## src/rtl/decode_stage.sv

```systemverilog
// Pipelined instruction decode stage with a one-entry skid buffer.
// Ports: clk/rst, in_valid/in_ready/in_instr, flush, out_valid/out_ready,
//   decoded fields (opcode, reg1..3, isaluop, aluop, bigval, smallval, imm),
//   count of completed output handshakes.
module decode_stage #(
    parameter int NIB_SIZE    = 4,
    parameter int WORD_SIZE   = 16,
    parameter int SEXT        = 1,
    parameter int COUNT_WIDTH = 16
) (
    input  logic                   clk,
    input  logic                   rst,
    input  logic                   in_valid,
    output logic                   in_ready,
    input  logic [WORD_SIZE-1:0]   in_instr,
    input  logic                   flush,
    output logic                   out_valid,
    input  logic                   out_ready,
    output logic [NIB_SIZE-1:0]    opcode,
    output logic [NIB_SIZE-1:0]    reg1,
    output logic [NIB_SIZE-1:0]    reg2,
    output logic [NIB_SIZE-1:0]    reg3,
    output logic                   isaluop,
    output logic [NIB_SIZE-2:0]    aluop,
    output logic [2*NIB_SIZE-1:0]  bigval,
    output logic [NIB_SIZE-1:0]    smallval,
    output logic [WORD_SIZE-1:0]   imm,
    output logic [COUNT_WIDTH-1:0] count
);

    localparam int BW = 2 * NIB_SIZE;

    if (WORD_SIZE != 4 * NIB_SIZE) begin : g_bad_size
        $error("decode_stage: WORD_SIZE must equal 4*NIB_SIZE");
    end

    typedef struct packed {
        logic [NIB_SIZE-1:0]  opcode;
        logic [NIB_SIZE-1:0]  reg1;
        logic [NIB_SIZE-1:0]  reg2;
        logic [NIB_SIZE-1:0]  reg3;
        logic                 isaluop;
        logic [NIB_SIZE-2:0]  aluop;
        logic [BW-1:0]        bigval;
        logic [NIB_SIZE-1:0]  smallval;
        logic [WORD_SIZE-1:0] imm;
    } dec_t;

    dec_t                   dec;
    dec_t                   or_data_q, or_data_d;
    dec_t                   sr_data_q, sr_data_d;
    logic                   or_valid_q, or_valid_d;
    logic                   sr_valid_q, sr_valid_d;
    logic [COUNT_WIDTH-1:0] count_q, count_d;
    logic                   accept;
    logic                   drain;
    logic                   ext_bit;

    // Decode happens on the way in so both storage slots hold ready fields.
    always_comb begin
        dec          = '0;
        dec.opcode   = in_instr[WORD_SIZE-1 -: NIB_SIZE];
        dec.reg1     = in_instr[3*NIB_SIZE-1 -: NIB_SIZE];
        dec.reg2     = in_instr[2*NIB_SIZE-1 -: NIB_SIZE];
        dec.reg3     = in_instr[NIB_SIZE-1:0];
        dec.isaluop  = ~in_instr[WORD_SIZE-1];
        dec.aluop    = dec.opcode[NIB_SIZE-2:0];
        dec.bigval   = in_instr[BW-1:0];
        dec.smallval = in_instr[NIB_SIZE-1:0];
        ext_bit      = (SEXT != 0) & in_instr[BW-1];
        dec.imm      = {{(WORD_SIZE-BW){ext_bit}}, in_instr[BW-1:0]};
    end

    // Ready comes from registered state only, so no path from out_ready.
    assign in_ready = ~sr_valid_q & ~rst;
    assign accept   = in_valid & in_ready;
    assign drain    = or_valid_q & out_ready;

    always_comb begin
        or_data_d  = or_data_q;
        sr_data_d  = sr_data_q;
        or_valid_d = or_valid_q;
        sr_valid_d = sr_valid_q;
        count_d    = count_q + {{(COUNT_WIDTH-1){1'b0}}, drain};
        if (flush) begin
            // Data registers keep their contents; only validity is dropped.
            or_valid_d = 1'b0;
            sr_valid_d = 1'b0;
        end else if (!or_valid_q || drain) begin
            if (sr_valid_q) begin
                or_data_d  = sr_data_q;
                or_valid_d = 1'b1;
                sr_valid_d = 1'b0;
            end else if (accept) begin
                or_data_d  = dec;
                or_valid_d = 1'b1;
            end else begin
                or_valid_d = 1'b0;
            end
        end else if (accept) begin
            sr_data_d  = dec;
            sr_valid_d = 1'b1;
        end
    end

    always_ff @(posedge clk or posedge rst) begin
        if (rst) begin
            or_data_q  <= '0;
            sr_data_q  <= '0;
            or_valid_q <= 1'b0;
            sr_valid_q <= 1'b0;
            count_q    <= '0;
        end else begin
            or_data_q  <= or_data_d;
            sr_data_q  <= sr_data_d;
            or_valid_q <= or_valid_d;
            sr_valid_q <= sr_valid_d;
            count_q    <= count_d;
        end
    end

    assign out_valid = or_valid_q;
    assign opcode    = or_data_q.opcode;
    assign reg1      = or_data_q.reg1;
    assign reg2      = or_data_q.reg2;
    assign reg3      = or_data_q.reg3;
    assign isaluop   = or_data_q.isaluop;
    assign aluop     = or_data_q.aluop;
    assign bigval    = or_data_q.bigval;
    assign smallval  = or_data_q.smallval;
    assign imm       = or_data_q.imm;
    assign count     = count_q;

endmodule

```

## config.mk

```make
export PLATFORM = sky130hd
export DESIGN_NAME = decode_stage
export DESIGN_NICKNAME = d
export VERILOG_FILES = /design/src/rtl/decode_stage.sv
export SDC_FILE = /design/constraint.sdc
export NUM_CORES = 1
export LEC_CHECK = 0
export CORE_MARGIN = 10
export CORE_UTILIZATION = 45
export DETAILED_ROUTE_END_ITERATION = 10
export GPL_TIMING_DRIVEN = 0
export PLACE_DENSITY = 0.78
export SYNTH_ARGS = -nofsm -noshare
export SYNTH_HDL_FRONTEND = slang
export SYNTH_SLANG_ARGS = --single-unit
```

## constraint.sdc

```tcl
create_clock -name clk -period 2.35 [get_ports clk]
set_input_delay 0.235 -clock clk [delete_from_list [all_inputs] [get_ports clk]]
set_output_delay 0.235 -clock clk [all_outputs]
set_load 0.05 [all_outputs]
```

# ---- Word-level counts from Yosys, hierarchy flattened
# Index checks and enable logic that the tools add are counted.
dict set report totals {
  input_bits 21
  ff_bits 102
  output_inout_bits 66
  word_cells 45
}
dict set report classes {
  n_reduce_logical 7
  muxes 9
  bitwise 8
  add_sub_neg 1
}
# cell count
set op_table {}
lappend op_table {{48-bit two-way mux} 2}
lappend op_table {{16-bit by 1-bit adder with 16-bit output} 1}
lappend op_table {{1-bit two-way mux} 7}
lappend op_table {{3-bit AND reduction} 2}
lappend op_table {{1-bit NOT} 5}
lappend op_table {{2-bit nonzero test} 2}
lappend op_table {{1-bit AND} 3}
lappend op_table {{3-bit nonzero test} 1}
lappend op_table {{1-bit logical NOT} 1}
lappend op_table {{1-bit logical OR} 1}

# ---- Depth between registers and ports, before layout
dict set report logic_depth {
  word_depth 7
  mapped_depth 7
}

# ---- Least setup slack after synthesis
# OpenSTA, ideal clock, no wires.
dict set report synth_path {
  path_type {flip-flop to flip-flop}
  startpoint {register or_valid_q (netlist: out_valid)}
  endpoint {register count_q[10] (netlist: count[10])}
  required_ns 2.209
  setup_ns 0.141
  setup_slack_ns 0.507
  stages_incl_launch_ff 8
  arrival_time_ns 1.702
  period_less_slack_ns 1.843
  cell_sequence {dfrtp_1 > and2_1 > ha_1 > ha_1 > nand3_1 > nor2_1 > nand4_1 > xnor2_1}
}
dict set report synth_between {
  elab_chain_len 2
}
# item line
set synth_lines {}
lappend synth_lines {{from (decl)} 52} ;# logic or_valid_q, or_valid_d;
lappend synth_lines {{from (signal assigned)} 116} ;# or_valid_q <= or_valid_d;
lappend synth_lines {{1-bit AND} 77} ;# assign drain = or_valid_q & out_ready;
lappend synth_lines {{16-bit by 1-bit adder with 16-bit output} 84} ;# count_d = count_q + {{(COUNT_WIDTH-1){1'b0}}, drain};
lappend synth_lines {{named net count_d[10]} 54} ;# logic [COUNT_WIDTH-1:0] count_q, count_d;
lappend synth_lines {{to (signal assigned)} 118} ;# count_q <= count_d;
lappend synth_lines {{to (decl)} 54}
# The timed path passes the listed nets, and every way through them passes these cells.
# A chain may end at the register's enable or synchronous reset.

==> flow_summary.ini <==
[power]
vdd_ir_drop_max_v = 0.000478
p_sw_share_pct = 41.3
power.share.clock_pct = 16.6
finalPower_uw = 3090
p_leak_uw = 0.00161
combPwrFrac_pct = 46.0
power_density_nw_per_um2 = 879
p_seq_share_pct = 37.4
internal_power_uw = 1810
p_sw_uw = 1280

[clocking]
numCtsBuffers = 5
cts-resized-gates = 0
postCtsSetupBuffers = 0
clock_path_buffers = 2
clock-sinks = 52
path_clk_slew_ns = 0.09
cts_tree = yes
clk_latency_ns = 0.30
cts.htree.levels = 2
ctsHoldBuffers = 0
root_buffer = clkbuf_8

[global_route]
grt_pass1_vias = 1893
track_usage_pct = 13.3
grt_overflow_total = 0
antenna_found_initial = 0
grt_pass1_wl_mm = 9.39
grt_max_degree = 33

[finish]
ff_latch_area_um2 = 1300
area_delta_synth_final_pct = 43.1
fin_area_um2 = 3520
fin_nets = 328
final_common_cell = clkdlybuf4s50_1
n_fill_cell = 404
final_cell_mix = clkdlybuf4s50_1, dfrtp_1, buf_4
drive_gt1_share_pct = 20.9
diodes = 0
multiInputGateArea_um2 = 873

[synth]
ys_warn_count = 0
netlist_area_um2 = 2460
ys_seq_area_share_pct = 52.9
synth_area_per_cell_um2 = 11.7
ys_seq_elements = 52
netlist_instances = 211
ys_types = 28
synthTopCellsByArea = dfrtp_1, buf_4, mux2i_1
synth.largest_area_cell = dfrtp_1
netlist.area_leader.share_pct = 52.9
synth_nets = 234

[critical_path]
reg2reg_slack_ns = 0.74
cp_max_fo = 12
critPathKind = reg2out
cp-end-kind = output port
rr_startpoint = out_valid$_DFFE_PP0N_
critPathBufInv = 2
required_ns = 2.12
crit_start = imm[14]$_DFFE_PP0P_
arrival_ns = 1.83
cpPeakStageDelay_ns = 0.82
worstSetupStartpointType = flip-flop
cp_slowest_cell = clkdlybuf4s50_1
critPathTopFamily = buffers and inverters
path_cells = buf_4 -> clkdlybuf4s50_1

[routing]
viasPerCell = 4.70
vias = 1766
detail-route-antenna-nets = 0
detail_route.wl_per_cell_um = 15.4
wl_mm = 5.77
drt_first_iter_violations = 68
firstDrtPassIters = 4
post-route-drc-count = 0

[sta]
setup_tns_ns = 0
skew_ns = 0.00624
whs_ns = 0.335
drv_slew = 0
worst_pin_slew_ns = 0.537
hold_viol = 0
fin_crit_sh_pct = 87.8
max_slew_margin_pct = 64.1
fin_ws_ns = 0.287
max_freq_ghz = 0.485
setup_viol = 0
min_period_ns = 2.06
rsz0062_at_grt = no

[place]
gp_congestion = 0.781
place_area_um2 = 3430
dpl_worst_slack_ns = 0.389
numPortBuffers = 86
hpwl_mm = 4.59

[die]
die_w_um = 93.9
io_pins = 87
coreArea_um2 = 5200
rows = 26
die_area_um2 = 8820
dieHeight_um = 93.9
start_util_pct = 47.2

[worst_hold_path]
hold_class = in2async

[run_status]
status = complete, no violations

[job]
maxCapViolCount = 0
cells by family (layout without fill, tap and decap cells):
kind of cell    after synthesis  in the layout  synth area share [%]
simple gates                 50             50                  9.87
mux                          32             32                  15.1
fa+ha+maj                     2              2                  1.02
buf+inv                      40            135                  11.6
flops                        52             52                  52.9
xor+xnor                     14             14                  4.99
compound gates               21             21                  4.58
layout make-up:
| class | count | share of cell area (%) |
|---|---|---|
| plain buffers | 37 | 7.76 |
| clock buffers | 8 | 2.56 |
| inverters | 3 | 0.320 |
| multi-input cells | 119 | 24.8 |
| flip-flops and latches | 52 | 37.0 |
| well taps | 70 | 2.49 |
| repair buffers | 87 | 25.0 |
worst register-to-register path, delay by kind of cell (launching register included):
kind,cells,cell delay [ns]
flops,1,0.38
fa+ha+maj,2,0.43
simple gates,4,0.57
xor+xnor,1,0.14
final timing paths:
path                       depth (start not counted)               endpoint
max                                                2                 imm[7]
min                                                2  bigval[3]$_DFFE_PP0P_
max reg2reg                                        7    count[10]$_DFF_PP0_
min reg2reg                                        2    reg1[0]$_DFFE_PP0P_
max in group asynchronous                          3     count[2]$_DFF_PP0_
min in group clk                                   2    reg1[0]$_DFFE_PP0P_
routing by layer:
layer	vias to the layer above	global-route usage, %	share of wire (%)
met1	845	15.0	42
li1	863	-	-
met5	-	0	0
met4	0	3.92	1.0
met3	5	5.04	7.9
met2	53	23.0	50
through the flow:
step                      std cells  util, %
after floorplan                 211        -
after global placement          367     65.5
after detailed placement        368     65.8
after CTS                       376     67.6
after global routing            376     67.6
final                           376     67.6
state kept, by name, summed over array words and instances (netlist names):
| signal | flops |
|---|---|
| sr_data_q | 17 |
| count | 16 |
| opcode | 4 |
| reg1 | 4 |
| reg2 | 3 |
| reg3 | 3 |
| bigval | 1 |
| imm | 1 |
| isaluop | 1 |
| out_valid | 1 |
| sr_valid_q | 1 |
synthesized netlist by cell type:
cell type,count
buf_4,33
xnor2_1,8
nor2_1,9
o21ai_0,16
inv_1,3
nor3_1,1
buf_2,2
nand2b_1,1
ha_1,2
o211ai_2,1
or2_2,1
nand3_1,7
mux2_4,8
mux2_2,8
and2_1,1
nor2_2,1
xor2_1,6
nor2b_1,1
buf_6,1
a21oi_1,2
and3_1,1
mux2i_1,16
o21ai_1,2
nand4b_4,1
clkbuf_1,1
dfrtp_1,52
nand2_1,22
nand4_1,4
power groups by stage:
stage / Clock (µW) / Sequential [µW] / Combinational (µW)
after detailed placement: 0 / 1180 / 1440
after global placement: 0 / 1160 / 1420
after global routing: 566 / 1180 / 1490
final: 513 / 1160 / 1420
after floorplan: 0 / 1470 / 652
after CTS: 524 / 1160 / 1440
Note: power is estimated with default switching activity, not from simulation.
